$ cat config.mk
export PLATFORM = sky130hd
export DESIGN_NAME = apb_slave_regfile_flat
export DESIGN_NICKNAME = d
export VERILOG_FILES = /design/src/rtl/apb_pkg.sv /design/src/rtl/apb_slave_regfile_if.sv /design/src/rtl/apb_regfile_mem.sv /design/src/rtl/apb_slave_regfile.sv /design/src/flat_wrapper.sv
export SDC_FILE = /design/constraint.sdc
export NUM_CORES = 1
export LEC_CHECK = 0
export ABC_AREA = 1
export BUFFER_PORTS_ARGS = -buffer_cell sky130_fd_sc_hd__clkbuf_2
export CAP_MARGIN = 20
export CORE_ASPECT_RATIO = 2
export CORE_UTILIZATION = 29
export CTS_CLUSTER_DIAMETER = 100
export DETAILED_ROUTE_END_ITERATION = 16
export SLEW_MARGIN = 20
export SYNTH_ARGS = -nofsm -noshare
export SYNTH_HDL_FRONTEND = slang
export SYNTH_SLANG_ARGS = --single-unit
$ cat constraint.sdc
create_clock -name pclk -period 6.3 [get_ports pclk]
set_clock_uncertainty 0.1 [all_clocks]
set_input_delay 1.26 -clock pclk [delete_from_list [all_inputs] [get_ports pclk]]
set_output_delay 1.26 -clock pclk [all_outputs]
set_load 0.005 [all_outputs]
$ cat src/rtl/apb_pkg.sv
// rtl/apb_pkg.sv - shared types and constants for the APB completer register file
package apb_pkg;
  typedef enum logic {ST_IDLE, ST_ACCESS} apb_slv_state_t;

  localparam logic APB_ERR_OK  = 1'b0;
  localparam logic APB_ERR_SLV = 1'b1;
endpackage

$ cat src/rtl/apb_slave_regfile_if.sv
// rtl/apb_slave_regfile_if.sv - APB bus bundle between bridge (master) and completer (slave)
interface apb_slave_regfile_if #(parameter int WIDTH = 16) ();
  logic             pselect;
  logic             penable;
  logic             pwrite;
  logic [WIDTH-1:0] paddr;
  logic [WIDTH-1:0] pwdata;
  logic             pready;
  logic [WIDTH-1:0] prdata;
  logic             pslverr;

  modport master (
    output pselect, penable, pwrite, paddr, pwdata,
    input  pready, prdata, pslverr
  );

  modport slave (
    input  pselect, penable, pwrite, paddr, pwdata,
    output pready, prdata, pslverr
  );
endinterface

$ cat src/rtl/apb_regfile_mem.sv
// rtl/apb_regfile_mem.sv - DEPTH x WIDTH storage; word 0 is not stored and reads as 0
module apb_regfile_mem #(
  parameter int WIDTH = 16,
  parameter int DEPTH = 8,
  parameter int AW    = $clog2(DEPTH)
) (
  input  logic             i_clk,
  input  logic             i_clr,
  input  logic             i_we,
  input  logic [AW-1:0]    i_waddr,
  input  logic [WIDTH-1:0] i_wdata,
  input  logic [AW-1:0]    i_raddr,
  output logic [WIDTH-1:0] o_rdata
);
  logic [WIDTH-1:0] r_mem [DEPTH-1:1];

  always_ff @(posedge i_clk) begin
    if (i_clr) begin
      for (int i = 1; i < DEPTH; i++) r_mem[i] <= '0;
    end else if (i_we && (i_waddr != '0)) begin
      r_mem[i_waddr] <= i_wdata;
    end
  end

  assign o_rdata = (i_raddr == '0) ? '0 : r_mem[i_raddr];
endmodule

$ cat src/rtl/apb_slave_regfile.sv
// rtl/apb_slave_regfile.sv - APB completer with programmable wait states and a register file.
// Word 0 is a read-only ID; out-of-range or ID writes answer with pslverr.
module apb_slave_regfile
  import apb_pkg::*;
#(
  parameter int               WIDTH       = 16,
  parameter int               DEPTH       = 8,
  parameter int               WAIT_STATES = 1,
  parameter logic [WIDTH-1:0] ID_VALUE    = 16'hA5B0
) (
  input logic              pclk,
  input logic              preset,
  apb_slave_regfile_if.slave bus
);
  localparam int CW = (WAIT_STATES < 1) ? 1 : $clog2(WAIT_STATES + 1);
  localparam int AW = $clog2(DEPTH);

  apb_slv_state_t   r_state, w_next_state;
  logic [CW-1:0]    r_cnt, w_next_cnt;
  logic [WIDTH-1:0] r_addr, r_wdata;
  logic             r_write;
  logic             w_ready, w_in_range, w_err, w_we;
  logic [AW-1:0]    w_idx;
  logic [WIDTH-1:0] w_mem_rdata;

  always_ff @(posedge pclk) begin
    if (preset) begin
      r_state <= ST_IDLE;
      r_cnt   <= '0;
      r_addr  <= '0;
      r_wdata <= '0;
      r_write <= 1'b0;
    end else begin
      r_state <= w_next_state;
      r_cnt   <= w_next_cnt;
      if (r_state == ST_IDLE && bus.pselect && !bus.penable) begin
        r_addr  <= bus.paddr;
        r_wdata <= bus.pwdata;
        r_write <= bus.pwrite;
      end
    end
  end

  always_comb begin
    w_next_state = r_state;
    w_next_cnt   = r_cnt;
    w_ready      = 1'b0;
    case (r_state)
      ST_IDLE: begin
        if (bus.pselect && !bus.penable) begin
          w_next_state = ST_ACCESS;
          w_next_cnt   = CW'(WAIT_STATES);
        end
      end
      ST_ACCESS: begin
        // Dropping pselect mid-transfer aborts; counter returns to 0 so IDLE holds it there.
        if (!bus.pselect) begin
          w_next_state = ST_IDLE;
          w_next_cnt   = '0;
        end else if (r_cnt == '0) begin
          w_ready      = 1'b1;
          w_next_state = ST_IDLE;
        end else if (bus.penable) begin
          w_next_cnt = r_cnt - 1'b1;
        end
      end
      default: w_next_state = ST_IDLE;
    endcase
  end

  assign w_idx      = r_addr[AW-1:0];
  assign w_in_range = ~|(r_addr >> AW);
  assign w_err      = !w_in_range || (r_write && (w_idx == '0));
  assign w_we       = w_ready && r_write && !w_err;

  apb_regfile_mem #(.WIDTH(WIDTH), .DEPTH(DEPTH), .AW(AW)) u_mem (
    .i_clk   (pclk),
    .i_clr   (preset),
    .i_we    (w_we),
    .i_waddr (w_idx),
    .i_wdata (r_wdata),
    .i_raddr (w_idx),
    .o_rdata (w_mem_rdata)
  );

  assign bus.pready  = w_ready;
  assign bus.pslverr = (w_ready && w_err) ? APB_ERR_SLV : APB_ERR_OK;
  assign bus.prdata  = (!w_ready || r_write || w_err) ? '0 :
                       (w_idx == '0) ? ID_VALUE : w_mem_rdata;
endmodule

$ cat src/flat_wrapper.sv
// flat-port wrapper written by rule: the top's interface ports become plain ports
module apb_slave_regfile_flat import apb_pkg::*;
#(
  parameter int               WIDTH       = 16,
  parameter int               DEPTH       = 8,
  parameter int               WAIT_STATES = 1,
  parameter logic [WIDTH-1:0] ID_VALUE    = 16'hA5B0
)
  (pclk, preset, bus_pselect, bus_penable, bus_pwrite, bus_paddr, bus_pwdata, bus_pready, bus_prdata, bus_pslverr);
  apb_slave_regfile_if #(.WIDTH(WIDTH)) bus_i ();
  input logic pclk;
  input logic preset;
  input wire logic [$bits(bus_i.pselect)-1:0] bus_pselect;
  input wire logic [$bits(bus_i.penable)-1:0] bus_penable;
  input wire logic [$bits(bus_i.pwrite)-1:0] bus_pwrite;
  input wire logic [$bits(bus_i.paddr)-1:0] bus_paddr;
  input wire logic [$bits(bus_i.pwdata)-1:0] bus_pwdata;
  output wire logic [$bits(bus_i.pready)-1:0] bus_pready;
  output wire logic [$bits(bus_i.prdata)-1:0] bus_prdata;
  output wire logic [$bits(bus_i.pslverr)-1:0] bus_pslverr;
  assign bus_i.pselect = bus_pselect;
  assign bus_i.penable = bus_penable;
  assign bus_i.pwrite = bus_pwrite;
  assign bus_i.paddr = bus_paddr;
  assign bus_i.pwdata = bus_pwdata;
  assign bus_pready = bus_i.pready;
  assign bus_prdata = bus_i.prdata;
  assign bus_pslverr = bus_i.pslverr;
  apb_slave_regfile #(.WIDTH(WIDTH), .DEPTH(DEPTH), .WAIT_STATES(WAIT_STATES), .ID_VALUE(ID_VALUE)) u_core (.pclk(pclk), .preset(preset), .bus(bus_i));
endmodule
# Yosys cells after proc, flatten, opt, wreduce, memory -nomap -nowiden
# Memory sizes are Yosys's and may differ from the RTL's. A register that Yosys moved wholly into a read port is not among the register bits.
# Cells that the tools add are included.
[word_totals] ff_bits=35 ramBits=112 in_bits=37 out_inout_bits=18 elab_cells=52 n_memories=1
[mem_list] memory="u_core.u_mem.r_mem" depth=7 width=16 read_ports=1 rd_clocked_by_memory_dff=1 wr=7 line="apb_regfile_mem.sv:15" rtl="logic [WIDTH-1:0] r_mem [DEPTH-1:1];"
[classes] addsub=1 n_eq_ne=1 muxes=25 n_bitwise=1 n_reduce_logical=18
[op_table] cell="two-way mux 16 bit" n=3
[op_table] cell="two-way mux 1 bit" n=17
[op_table] cell="OR reduction 16 bit" n=1
[op_table] cell="OR reduction 13 bit" n=1
[op_table] cell="two-way mux 3 bit" n=3
[op_table] cell="logical AND 1 bit" n=8
[op_table] cell="one-hot mux 1 bit (2 select lines)" n=2
[op_table] cell="zero test 1 bit" n=3
[op_table] cell="zero test 3 bit" n=1
[op_table] cell="logical OR 1 bit" n=3
[op_table] cell="nonzero test 3 bit" n=1
[op_table] cell="inequality test 2 bit (second input constant)" n=1
[op_table] cell="inverter 1 bit" n=1
[op_table] cell="subtractor 1 bit (second input constant)" n=1

# Longest topological paths before layout
[logic_depth] depth_word=11 ltp_mapped=10 ltp_nobuf=9

# Modules after synthesis
# From an unflattened synthesis, not the netlist that was laid out.
[hier_totals] hier_cells=934 hier_area_um2=8046.5
[by_module_without_submodules] mod="apb_regfile_mem" n_inst=1 cells_per_inst=719 area_per_inst_um2=6477.5
[by_module_without_submodules] mod="apb_slave_regfile" n_inst=1 cells_per_inst=215 area_per_inst_um2=1569.0

# Worst setup path after synthesis
# Ideal clock, no wire load.
[synth_timing] path_kind="input-to-output" from="input port bus_pselect" to="output port bus_prdata[10]" arrival_time_ns=1.955 required_ns=4.940 slack_ns=2.985 stages=4 cell_sequence="nand3_1 nor2_1 nand2_1 nor2_1"
[synth_via] elab_chain_cells=6
[synth_rtl] element="start, declared" line="flat_wrapper.sv:13" rtl="input wire logic [$bits(bus_i.pselect)-1:0] bus_pselect;"
[synth_rtl] element="two-way mux 1 bit" line="apb_slave_regfile.sv:57" rtl="if (!bus.pselect) begin"
[synth_rtl] element="two-way mux 1 bit" line="apb_slave_regfile.sv:48" rtl="case (r_state)"
[synth_rtl] element="zero test 1 bit" line="apb_slave_regfile.sv:88" rtl="assign bus.prdata = (!w_ready || r_write || w_err) ? '0 :"
[synth_rtl] element="logical OR 1 bit (2 in series)" line="apb_slave_regfile.sv:88"
[synth_rtl] element="two-way mux 16 bit" line="apb_slave_regfile.sv:88"
[synth_rtl] element="end, declared" line="flat_wrapper.sv:19" rtl="output wire logic [$bits(bus_i.prdata)-1:0] bus_prdata;"
# No other way between the ends.

# Worst setup path after layout
[layout_timing] from="input port bus_pselect" to="output port bus_prdata[7]"
# The elaborated chain is that of the path after synthesis.

==> reports/summary.md <==
The flow ran to the end, and the final reports show no timing, DRC or antenna violations. The detail route stage leaves a number of antenna-violating nets equal to 0. The logs give 3.57 nW for the leakage power figure and 0.295 for the initial core utilization. Setup repair after global routing left no endpoint under its margin. During placement, the flow inserted port buffers numbering 54. The kind of critical path was in -> out.

The first global-routing pass estimated 28,400 µm of wire. TritonCTS built the clock tree. The register bit total from synthesis is 166. The cell area that synthesis handed to floorplanning was 0.00754 mm². Excluding fillers, the count of instances in the completed layout stands at 1,233.

The length of the first detailed-routing pass in iterations was 5; the max-capacitance violation count was 0. The tools report the post-CTS setup buffer count as 0. After floorplanning, the core was divided into 83 placement rows. The worst setup path is launched from an input pin.

The run gives 5,479 as the via count of the first global-routing pass. In this run, the number of DRC markers left after iteration 0 of detailed routing was 375. Initial antenna violation count: 0. Path category of the worst min-delay check: reg -> reg.

Across the VDD grid, the largest voltage drop is 0.173 mV. Buffers inserted to repair hold after CTS numbered 0. The power density over the cells was 285 mW/mm²; the share of final-layout standard cells stronger than drive strength 1 was 0.133. The count of final max-slew check failures is 0. Once placement finished, the instance area stood at 0.00813 mm².

The floorplan step defined a core boundary enclosing 0.0255 mm². The final hold slack is 0.329 ns. The tools report the number of sinks handled by clock tree synthesis as 166.

For the sequential cell area fraction in the yosys report, the log shows 0.611. At the later pin of the worst-skew pair, clock insertion delay measures 0.43 ns. The top fanout value on the critical path is 7, and the count of flip-flops with a built-in enable after synthesis is 128. The sum of overflow across all layers after global routing is 0, and the maximum clock frequency is 254 MHz. Cell accounting for the most synthesized area: sky130_fd_sc_hd__edfxtp_1. The tools report the number of antenna cells inserted as 0. At the worst endpoint, the required time is 4.94 ns.

The die height was 230 µm; the share of flip-flops with an asynchronous set or reset was 0. The headroom to the max-slew limit came out at 0.390. Synthesis instantiated 23 different standard cells from the library. By area the synthesized netlist is led by sky130_fd_sc_hd__edfxtp_1, sky130_fd_sc_hd__nand2_1, sky130_fd_sc_hd__dfxtp_1. In the routed layout, each cell is associated on average with a via count of 4.50.

The area growth from synthesis to layout is 15.6%. A synthesized cell averages 9.12 µm². For the worst setup path, the data arrival time is 2.57 ns.

In the final design database the tool counted 917 nets. The logs give 0 for the number of hold violations in the final report and 1,201 for the number of instances in the placed design. The count of H-tree levels built during CTS is 4. The die width is 116 µm, and the clock transition time at the flip-flop clock pins of the worst setup and hold paths is 0.06 ns. The run gives 0.0267 mm² as the overall die area. Kind of end point of the critical path: a primary output. The Yosys step of the flow raised 0 warnings. Counting instances in the post-synthesis netlist gives the leading cell types as sky130_fd_sc_hd__nand2_1, sky130_fd_sc_hd__nor2_1, sky130_fd_sc_hd__edfxtp_1. The routed layout has 5,547 vias.

The post-route fraction of the period consumed by the critical path was 0.625. The run gives 0.145 as the global-route usage over all layers. Synthesis produced a netlist whose cell count is 826.

No sink is reached through more buffers than the 2 on the longest clock path. After detailed routing, the average wire length per cell comes to 14.5 µm. The area share of the largest cell type after synthesis came out at 0.510. For the finished layout, the period the worst path requires is 3.93 ns. For the filler cell count in the final layout, the log shows 2,676. The pin slew with the least headroom to its limit is 0.912 ns, and the last weighted congestion value of the routability-driven placer is 0.765. Summed over all layers, the routed wires come to 17,900 µm. The most used flip-flop cell after synthesis is sky130_fd_sc_hd__edfxtp_1.

After routing the design area is 0.00871 mm². Setup violations remaining at the end of the flow were counted as 0. Detailed placement ended at an HPWL of 11,600 µm. In this run, CTS created clock tree buffers numbering 17. Entering global routing, the biggest net connects 69 pins. Pin placement for this block handled 55 I/O pins.

The root buffer cell chosen for the clock tree is sky130_fd_sc_hd__clkbuf_16. The most instantiated library cell after synthesis is sky130_fd_sc_hd__nand2_1. The logs give 0 ns for the post-route setup TNS and 0 for the count of unresolved DRC violations after routing. After clock tree synthesis, the repair step resized 0 gates.
## worst paths after layout
path | start | end | slack [ns] | depth (start not counted)
worst max-delay path | bus_pselect | bus_prdata[7] | 2.37 | 6
worst min-delay path | u_core.r_wdata[8]$_SDFFE_PP0P_ | u_core.u_mem.r_mem[0][8]$_DFFE_PP_ | 0.33 | 0
worst max register to register | u_core.r_addr[2]$_SDFFE_PP0P_ | u_core.u_mem.r_mem[3][9]$_SDFFCE_PN0P_ | 3.63 | 6
worst min register to register | u_core.r_wdata[8]$_SDFFE_PP0P_ | u_core.u_mem.r_mem[0][8]$_DFFE_PP_ | 0.33 | 0
## state kept, by name, indices dropped and copies added (netlist names), named ones only
name                count
u_core.r_addr          16
u_core.r_cnt            1
u_core.r_state          1
u_core.r_wdata         16
u_core.r_write          1
u_core.u_mem.r_mem    128
## cells by family (layout without fill, tap and decap cells)
family / after synthesis / after routing / synth area share
DFF: 166 / 166 / 0.611
buffers and inverters: 145 / 197 / 0.0800
AOI/OAI and AO/OA: 84 / 84 / 0.0561
and+or+nand+nor: 430 / 430 / 0.252
other: 1 / 16 / 0.000498
## per-layer routing
| layer | track usage | wire length (µm) | up-vias |
|---|---|---|---|
| met5 | 0 | 0 | - |
| met2 | 0.270 | 9910 | 163 |
| met4 | 0.0853 | 708 | 0 |
| met1 | 0.146 | 6430 | 2611 |
| met3 | 0.0266 | 809 | 35 |
| li1 | - | - | 2738 |
## cells in the final DEF (no fill, tap or decap), drive strengths merged
cell and count:
nand2 209, nor2 144, edfxtp 128, inv 105, clkbuf 74, nand3 68, a21oi 49, dfxtp 38
o21ai 34, conb 16, nor3 7, buf 6, clkinv 6, clkinvlp 4, nand4 2, bufinv 2
a211oi 1
## critical path: stages
cell	delay, ns
sky130_fd_sc_hd__clkbuf_2	0.13
sky130_fd_sc_hd__nand3_1	0.25
sky130_fd_sc_hd__nor2_1	0.24
sky130_fd_sc_hd__nand2_1	0.34
sky130_fd_sc_hd__nor2_1	0.23
sky130_fd_sc_hd__clkbuf_2	0.13
## power by group
group          leakage (nW)  internal (mW)  switching, mW
registers              1.63           1.23         0.0196
logic                  1.66         0.0619          0.160
clock network         0.272          0.593          0.423
total                  3.57           1.88          0.603
## final cells by class
type / instances / area [µm²] / share of cell area
Clock inverter: 12 / 131 / 0.0151
Clock buffer: 20 / 447 / 0.0513
Tap cell: 340 / 425 / 0.0488
Timing Repair Buffer: 60 / 315 / 0.0362
Sequential cell: 166 / 4610 / 0.529
Multi-Input combinational cell: 530 / 2390 / 0.275
Inverter: 105 / 394 / 0.0453
## metrics by stage
stage / setup WS, ns / utilization / power, mW
after floorplan: 2.99 / - / 1.42
after detailed placement: 2.26 / 0.318 / 1.50
after global routing: 2.17 / 0.341 / 2.57
after CTS: 2.25 / 0.341 / 2.50
after global placement: 2.27 / 0.318 / 1.49
final: 2.37 / 0.341 / 2.48
Note: power is estimated with default switching activity, not from simulation.
